$ cat config.mk
export PLATFORM = sky130hd
export DESIGN_NAME = reg_writeback_queue
export DESIGN_NICKNAME = d
export VERILOG_FILES = /design/src/rtl/reg_writeback_queue.sv
export SDC_FILE = /design/constraint.sdc
export NUM_CORES = 1
export LEC_CHECK = 0
export CORE_UTILIZATION = 57
export CTS_BUF_LIST = sky130_fd_sc_hd__clkbuf_8
export CTS_CLUSTER_DIAMETER = 80
export DETAILED_ROUTE_END_ITERATION = 10
export HOLD_SLACK_MARGIN = 0.1
export PLACE_DENSITY = 0.95
export SETUP_SLACK_MARGIN = 0.05
export SYNTH_ARGS = -nofsm -noshare
export SYNTH_HDL_FRONTEND = slang
export SYNTH_SLANG_ARGS = --single-unit
$ cat constraint.sdc
create_clock -name clk -period 10.2 [get_ports clk]
set_clock_uncertainty 0.1 [all_clocks]
set_input_delay 1.02 -clock clk [delete_from_list [all_inputs] [get_ports clk]]
set_output_delay 1.02 -clock clk [all_outputs]
set_load 0.005 [all_outputs]
$ cat src/rtl/reg_writeback_queue.sv
// reg_writeback_queue
//   Write-side initiator for the register file's single write port.
//   It accepts writebacks from the MEM and ALU producers through valid/ready,
//   holds them in a small in-order FIFO, and drains at most one entry per cycle
//   into the register file.
//
//   Optional feature macro: WBQ_FWD_EN
//     defined   -> still-queued values are forwarded to the ID-stage sources
//                  src1/src2. The youngest matching entry wins.
//     undefined -> no compare logic is built. fwd*_hit and fwd*_val are tied to 0.
//
//   Handshake: a producer transfers on any rising edge where valid && ready.
//   ready never depends on this cycle's pop, so there is no pop->ready path.
//   A transfer with dest == 0 completes the handshake but is not enqueued.

`ifndef REG_FILE_ADDR_LEN
`define REG_FILE_ADDR_LEN 5
`endif
`ifndef REG_FILE_SIZE
`define REG_FILE_SIZE 32
`endif

module reg_writeback_queue #(
  parameter int ADDR_W = `REG_FILE_ADDR_LEN,
  parameter int DATA_W = `REG_FILE_SIZE,
  parameter int DEPTH  = 4
) (
  input  logic                      clk,
  input  logic                      rst,
  input  logic                      mem_valid,
  input  logic [ADDR_W-1:0]         mem_dest,
  input  logic [DATA_W-1:0]         mem_val,
  output logic                      mem_ready,
  input  logic                      alu_valid,
  input  logic [ADDR_W-1:0]         alu_dest,
  input  logic [DATA_W-1:0]         alu_val,
  output logic                      alu_ready,
  input  logic                      wb_stall,
  output logic                      writeEn,
  output logic [ADDR_W-1:0]         dest,
  output logic [DATA_W-1:0]         writeVal,
  input  logic [ADDR_W-1:0]         src1,
  input  logic [ADDR_W-1:0]         src2,
  output logic                      fwd1_hit,
  output logic [DATA_W-1:0]         fwd1_val,
  output logic                      fwd2_hit,
  output logic [DATA_W-1:0]         fwd2_val,
  output logic [$clog2(DEPTH):0]    count,
  output logic                      full,
  output logic                      empty
);

  localparam int PTR_W = $clog2(DEPTH);
  localparam int CNT_W = PTR_W + 1;

  logic [ADDR_W-1:0] dest_q [DEPTH];
  logic [DATA_W-1:0] val_q  [DEPTH];

  logic [PTR_W-1:0] rd_ptr_q, rd_ptr_d;
  logic [PTR_W-1:0] wr_ptr_q, wr_ptr_d;
  logic [CNT_W-1:0] count_q,  count_d;

  logic             mem_push;
  logic             alu_push;
  logic             pop;
  logic [PTR_W-1:0] alu_slot;

  // Producer readiness. MEM is older, so it claims a slot first.
  // ALU then gets a slot only if one is left after a valid MEM request.
  always_comb begin
    mem_ready = 1'b0;
    alu_ready = 1'b0;
    if (!rst) begin
      mem_ready = (int'(count_q) < DEPTH);
      alu_ready = ((int'(count_q) + int'(mem_valid)) < DEPTH);
    end
  end

  // Head drive and pop. The register file always accepts the write.
  always_comb begin
    writeEn  = 1'b0;
    dest     = '0;
    writeVal = '0;
    if (!rst && (count_q != '0) && !wb_stall) begin
      writeEn  = 1'b1;
      dest     = dest_q[rd_ptr_q];
      writeVal = val_q[rd_ptr_q];
    end
  end

  assign pop = writeEn;

  // Enqueue decisions. Register 0 writes are handshaken, then dropped.
  // ALU lands right behind MEM when both are enqueued this cycle.
  always_comb begin
    mem_push = mem_valid && mem_ready && (mem_dest != '0);
    alu_push = alu_valid && alu_ready && (alu_dest != '0);
    alu_slot = wr_ptr_q + PTR_W'(mem_push);
  end

  // Next-state pointers and occupancy. The pointers wrap naturally at DEPTH.
  always_comb begin
    rd_ptr_d = rd_ptr_q + PTR_W'(pop);
    wr_ptr_d = wr_ptr_q + PTR_W'(mem_push) + PTR_W'(alu_push);
    count_d  = count_q + CNT_W'(mem_push) + CNT_W'(alu_push) - CNT_W'(pop);
  end

  // Pointer/occupancy registers. Reset discards every queued entry.
  always_ff @(posedge clk) begin
    if (rst) begin
      rd_ptr_q <= '0;
      wr_ptr_q <= '0;
      count_q  <= '0;
    end else begin
      rd_ptr_q <= rd_ptr_d;
      wr_ptr_q <= wr_ptr_d;
      count_q  <= count_d;
    end
  end

  // Entry storage. The payload needs no reset; occupancy alone decides validity.
  always_ff @(posedge clk) begin
    if (!rst) begin
      if (mem_push) begin
        dest_q[wr_ptr_q] <= mem_dest;
        val_q[wr_ptr_q]  <= mem_val;
      end
      if (alu_push) begin
        dest_q[alu_slot] <= alu_dest;
        val_q[alu_slot]  <= alu_val;
      end
    end
  end

  assign count = count_q;
  assign full  = !rst && (int'(count_q) == DEPTH);
  assign empty = rst || (count_q == '0);

`ifdef WBQ_FWD_EN
  // Forwarding lookup. Walk from head to tail so the youngest match overrides.
  // The entry being popped is still queued this cycle. Same-cycle pushes are not visible.
  always_comb begin
    logic [PTR_W-1:0] idx;
    fwd1_hit = 1'b0;
    fwd1_val = '0;
    fwd2_hit = 1'b0;
    fwd2_val = '0;
    idx      = '0;
    for (int i = 0; i < DEPTH; i++) begin
      idx = rd_ptr_q + PTR_W'(i);
      if (!rst && (CNT_W'(i) < count_q)) begin
        if ((src1 != '0) && (dest_q[idx] == src1)) begin
          fwd1_hit = 1'b1;
          fwd1_val = val_q[idx];
        end
        if ((src2 != '0) && (dest_q[idx] == src2)) begin
          fwd2_hit = 1'b1;
          fwd2_val = val_q[idx];
        end
      end
    end
  end
`else
  // Forwarding disabled: the lookup outputs are constant and the sources are ignored.
  logic unused_src;
  assign unused_src = ^{src1, src2};
  assign fwd1_hit   = 1'b0;
  assign fwd1_val   = '0;
  assign fwd2_hit   = 1'b0;
  assign fwd2_val   = '0;
`endif

endmodule

## Yosys cells after proc, flatten, opt, wreduce, memory -nomap -nowiden

Memory sizes are Yosys's and may differ from the RTL's. A register that Yosys moved wholly into a read port is not among the register bits.
Index checks and enable logic that the tools add are counted.

- Flip-flop bits (word level): 7
- RAM bits: 148
- Input bits: 89
- Logic and storage cells: 42
- Memories kept: 2

Memory list:

| name | depth | bits a word | read ports | clocked after Yosys merged registers in | write ports | RTL line | RTL |
|---|---|---|---|---|---|---|---|
| val_q | 4 | 32 | 1 | 1 | 2 | 57 | `logic [DATA_W-1:0] val_q [DEPTH];` |
| dest_q | 4 | 5 | 1 | 1 | 2 | 56 | `logic [ADDR_W-1:0] dest_q [DEPTH];` |

- $add $sub $neg: 7
- $lt $le $gt $ge: 2
- Equal/unequal tests: 1
- Mux-type cells: 13
- Reductions and logical operators: 14

Operators with widths:

| cell | number |
|---|---|
| two-way mux 32 bit | 1 |
| nonzero test 5 bit | 2 |
| two-way mux 1 bit | 9 |
| logical AND 1 bit | 7 |
| adder 2 x 1 -> 2 bit | 3 |
| adder 3 x 1 -> 3 bit | 2 |
| two-way mux 5 bit | 1 |
| adder 3 x 1 -> 4 bit | 1 |
| < comparator 4 x 3 -> 1 bit (second input constant) | 1 |
| two-way mux 2 bit | 2 |
| == test 3 bit (second input constant) | 1 |
| zero test 3 bit | 1 |
| < comparator 3 bit (second input constant) | 1 |
| nonzero test 3 bit | 1 |
| subtractor 3 x 1 -> 3 bit | 1 |
| zero test 1 bit | 2 |
| logical OR 1 bit | 1 |

## Logic depth before layout (Yosys ltp)

- Depth in word-level cells: 8
- Gate-level depth with buffers: 10
- Depth with buffers taken out: 10

## Worst setup path before layout

No wires, ideal clock.

- Kind: input to register
- From: input mem_dest[2]
- To: memory dest_q[1][0] (netlist name), enable pin
- Library setup time: 0.439 ns
- Data arrival time: 3.797 ns
- Data required time: 9.661 ns
- Setup slack: 5.864 ns
- Cell stages on the path: 8
- Path buffers: 2
- Cells stage by stage: or4_1 -> o211a_1 -> ha_1 -> xor2_4 -> nor4_4 -> buf_6 -> buf_6 -> o21bai_1

RTL lines:

| element | RTL line | RTL |
|---|---|---|
| start: declaration | 31 | `input logic [ADDR_W-1:0] mem_dest,` |
| end: declaration | 56 |  |

## Worst setup path in the final report

- From: input rst
- To: output writeVal[29]

- Word-level cells in the longest chain between the ends: 4

Ends and longest elaborated chain:

| element | RTL line | RTL |
|---|---|---|
| start: declaration | 29 | `input logic rst,` |
| zero test 1 bit | 84 | `if (!rst && (count_q != '0) && !wb_stall) begin` |
| logical AND 1 bit (2 in a row) | 84 |  |
| two-way mux 32 bit | 84 |  |
| end: declaration | 41 | `output logic [DATA_W-1:0] writeVal,` |

No other way between the ends.

==> run summary <==
The clock network fraction of total power came out at 0.263. The cell family contributing the most delay on the critical path is simple AND/OR/NAND/NOR gates. The worst-case vdd ir drop came out at 0.144 mV. The clock passes through at most 2 buffers. For the clock latency of the later-clocked register in the worst-skew pair, the log shows 0.44 ns. The largest stage delay on the critical path came out at 0.98 ns.

Measured along the x axis, the die boundary spans 126 microns. The run gives 15,100 sq um as the core region area. Most instantiated flip-flop cell in the synthesis netlist: sky130_fd_sc_hd__edfxtp_1. Averaged over all synthesized cells, the footprint is 16.7 sq um. The flow ran to the end, and the final reports show no timing, DRC or antenna violations. For the data arrival time of the critical path, the log shows 3.55 ns. The clock root buffer is sky130_fd_sc_hd__clkbuf_8. The number of library cell types mapped by synthesis was 39; the switching part of the total was 0.265. Compared with the post-synthesis result, the final layout area differs by 17.0%. The H-tree generated during clock tree synthesis spans 4 levels. The starting density of the core is 0.581. Share of power burned in registers: 0.459.

The run gives 0 as the final number of max-transition violations. Together, buffers and inverters on the worst path number 2. The CTS buffer count is 17, and the wire length per cell after detailed routing is 20.5 microns. At the placement stage, the worst setup path has a slack of 5.53 ns. The total number of vias is 4,833. In this run the power spent charging and discharging nets is 0.000490 W. Buffers inserted to repair hold after CTS numbered 0. TritonCTS built the clock tree. The count of buffers added on input and output ports is 123. The tool flagged a number of max-cap violations equal to 0. The final layout contains 741 nets. The flop and latch count out of synthesis is 155. Setup repair after global routing left no endpoint under its margin. The transition time at the pin with the least slew margin was 1.12 ns; the number of cells upsized or downsized after cts was 0. Signal routing reaches up to met4. The met3 routed wirelength is 1140 microns. The logs give 9.08 ns for the required time reported for the critical path endpoint and 15,900 sq um for the total die area.

Yosys printed 0 warnings. The worst setup path is launched from an input pin. The power share of the combinational group was 0.278. Walking the worst path, the cells encountered are clkdlybuf4s50_1, or3_2, nor2b_1, clkdlybuf4s50_1.

Summed over all nets, wire length on met2 after detailed routing comes to 8980 microns. The clock transition time at the flip-flop clock pins of the worst setup and hold paths is 0.08 ns. For this design the top-level I/O count stands at 200.

The worst slew margin relative to its limit is 0.250, and the count of antenna diodes in the layout is 0. Synthesis produced 526 cells. Overall power consumption after layout is estimated at 0.00185 W. The number of setup buffers added after CTS is 0.

The fraction of synthesis flops using an asynchronous set or reset pin is 0, and the total setup violations reported at the end of the flow is 0. The sequential share of the synthesized area is 0.521. Master of the slowest instance on the critical path: sky130_fd_sc_hd__or3_2.

Yosys mapped a number of flops with a built-in enable equal to 148. Counting the fill cells in the layout gives 1,014. The share of post-route cells with drive strength above 1 is 0.362. The period utilization is 0.458, and the first-pass GRT wire length is 26,400 microns. The worst setup slack for register-to-register paths was 7.02 ns. Subtracting the final worst setup slack from the clock period gives 4.67 ns. The final critical-path setup slack came out at 5.53 ns.

The count of nets left with antenna violations once routing finished came out at 0. The die is 126 microns tall. The dominant cell type by count on the critical path was sky130_fd_sc_hd__clkdlybuf4s50_1. Post-synth design cell area: 8790 sq um. Cell internal power was estimated by the tool at 0.00136 W. The number of global-route vias before repair is 4,881, and the final routed wirelength across all metal layers is 17,400 microns.

The total congestion overflow after global routing was 0; the average vias per placed instance was 5.71. The initial antenna violation count is 0. Row generation in the floorplan step produced 45 rows. For the number of sinks on the clock net, the log shows 155. Entering global routing, the biggest net connects 39 pins.

Once detailed placement completed, the half-perimeter wirelength came to 10,400 microns. The tools report the overall track demand over capacity in global routing as 0.226. The first-pass iteration count of the detailed router was 7.

For the total DRC errors in the routed layout, the log shows 0. Summed over all cells, the static leakage comes to 3.60 nW. The classification of the worst-slack hold path was reg2reg. The largest fanout of any net on the critical path was 38. Achievable frequency: 0.214 GHz. Power spread over the standard cell area amounts to 180 nW/um^2. The worst setup path is captured at a primary output. The logs give 7040 microns for the length of routed wiring on met1 and 0 ns for the sum of negative setup slack. The run gives 0 as the final count of hold timing violations. For this block, the initial DRC count from the detailed router was 337. The congestion estimate from routability-driven global placement came to 0.735. The worst setup path is of the in2out kind.
[power groups by stage]
stage	Combinational, W	Sequential (W)	Clock, W
after floorplan	0.000369	0.000841	0
after global placement	0.000498	0.000855	0
after detailed placement	0.000515	0.000864	0
after CTS	0.000518	0.000850	0.000490
after global routing	0.000550	0.000858	0.000516
final	0.000513	0.000849	0.000486
[final cells by class]
class                   instances  area, sq um  share of cell area
repair buffers                130         1280               0.125
well taps                     188          235              0.0229
clock buffers                  17          234              0.0227
flip-flops and latches        155         4590               0.446
clock inverters                15          181              0.0176
multi-input cells             334         3740               0.364
inverters                       7         26.3             0.00255
[worst min-delay path, delay by kind of cell, from the launching register on]
family                     cells  cell delay [ns]
DFF                            1             0.37
adders and majority gates      1             0.17
buffers and inverters          1             0.10
and+or+nand+nor                1             0.04
[flip-flops by register name, summed over array words and instances, names as in the netlist]
register	flops
wr_ptr_q	2
count	3
dest_q	20
rd_ptr_q	2
val_q	128
[Yosys cell counts, types with 2 or more instances]
library cell | n | share of area
sky130_fd_sc_hd__buf_6 | 11 | 0.014
sky130_fd_sc_hd__nand2_1 | 2 | 0.00085
sky130_fd_sc_hd__dfxtp_1 | 7 | 0.016
sky130_fd_sc_hd__ha_1 | 5 | 0.0071
sky130_fd_sc_hd__nor4b_4 | 2 | 0.0054
sky130_fd_sc_hd__mux4_2 | 37 | 0.095
sky130_fd_sc_hd__mux2_2 | 72 | 0.092
sky130_fd_sc_hd__fa_1 | 2 | 0.0046
sky130_fd_sc_hd__o211a_1 | 2 | 0.0023
sky130_fd_sc_hd__mux2_4 | 76 | 0.13
sky130_fd_sc_hd__edfxtp_1 | 148 | 0.51
sky130_fd_sc_hd__xnor2_1 | 2 | 0.0020
sky130_fd_sc_hd__buf_4 | 66 | 0.056
sky130_fd_sc_hd__nor2b_1 | 40 | 0.028
sky130_fd_sc_hd__clkbuf_1 | 9 | 0.0038
sky130_fd_sc_hd__nor4b_1 | 2 | 0.0020
sky130_fd_sc_hd__nor3_1 | 2 | 0.0011
sky130_fd_sc_hd__buf_2 | 8 | 0.0046
sky130_fd_sc_hd__nor2_1 | 7 | 0.0030
sky130_fd_sc_hd__inv_1 | 7 | 0.0030
[metrics by stage]
| step | util | std cells | cell area (sq um) | hold slack, ns |
|---|---|---|---|---|
| 2_1_floorplan | - | 591 | 9040 | 0.442 |
| 3_3_place_gp | 0.652 | 814 | 9870 | 0.580 |
| 3_5_place_dp | 0.652 | 814 | 9870 | 0.592 |
| 4_1_cts | 0.679 | 846 | 10300 | 0.611 |
| 5_1_grt | 0.679 | 846 | 10300 | 0.656 |
| 6_report | 0.679 | 846 | 10300 | 0.616 |
[routing by layer]
metal	vias to the layer above	track usage
met5	-	0
met4	0	0.0744
met3	21	0.0531
met2	234	0.394
met1	2458	0.277
li1	2120	-
[path summary, 6_finish.rpt]
path,startpoint,to,depth (start not counted)
hold / removal,count[0],count[0],3
setup / recovery,rst,writeVal[29],4
setup reg to reg,count[1],count[1],8
hold reg to reg,count[0],count[0],3
[kinds of logic (layout without fill, tap and decap cells)]
family | Yosys count | count (layout) | share of synthesized area
xor+xnor | 4 | 4 | 0.00612
compound gates | 6 | 6 | 0.00697
simple gates | 66 | 66 | 0.0534
buf+inv | 102 | 169 | 0.0835
fa+ha+maj | 7 | 7 | 0.0117
other cells | 1 | 66 | 0.000426
mux | 185 | 185 | 0.317
flops | 155 | 155 | 0.521
[cells in the final DEF, fill, tap and decap left out, types with 4 or more instances in the layout]
| master | synthesis | layout |
|---|---|---|
| sky130_fd_sc_hd__edfxtp_1 | 148 | 148 |
| sky130_fd_sc_hd__clkdlybuf4s50_1 | 0 | 123 |
| sky130_fd_sc_hd__mux2_4 | 76 | 76 |
| sky130_fd_sc_hd__mux2_2 | 72 | 72 |
| sky130_fd_sc_hd__conb_1 | 1 | 66 |
| sky130_fd_sc_hd__nor2b_1 | 40 | 40 |
| sky130_fd_sc_hd__mux4_2 | 37 | 37 |
| sky130_fd_sc_hd__clkbuf_8 | 0 | 17 |
| sky130_fd_sc_hd__inv_1 | 7 | 8 |
| sky130_fd_sc_hd__nor2_1 | 7 | 7 |
| sky130_fd_sc_hd__buf_4 | 66 | 7 |
| sky130_fd_sc_hd__clkinv_2 | 0 | 6 |
| sky130_fd_sc_hd__ha_1 | 5 | 5 |
| sky130_fd_sc_hd__dfxtp_1 | 7 | 5 |
| sky130_fd_sc_hd__bufinv_16 | 0 | 4 |
(Power assumes the default switching activity.)
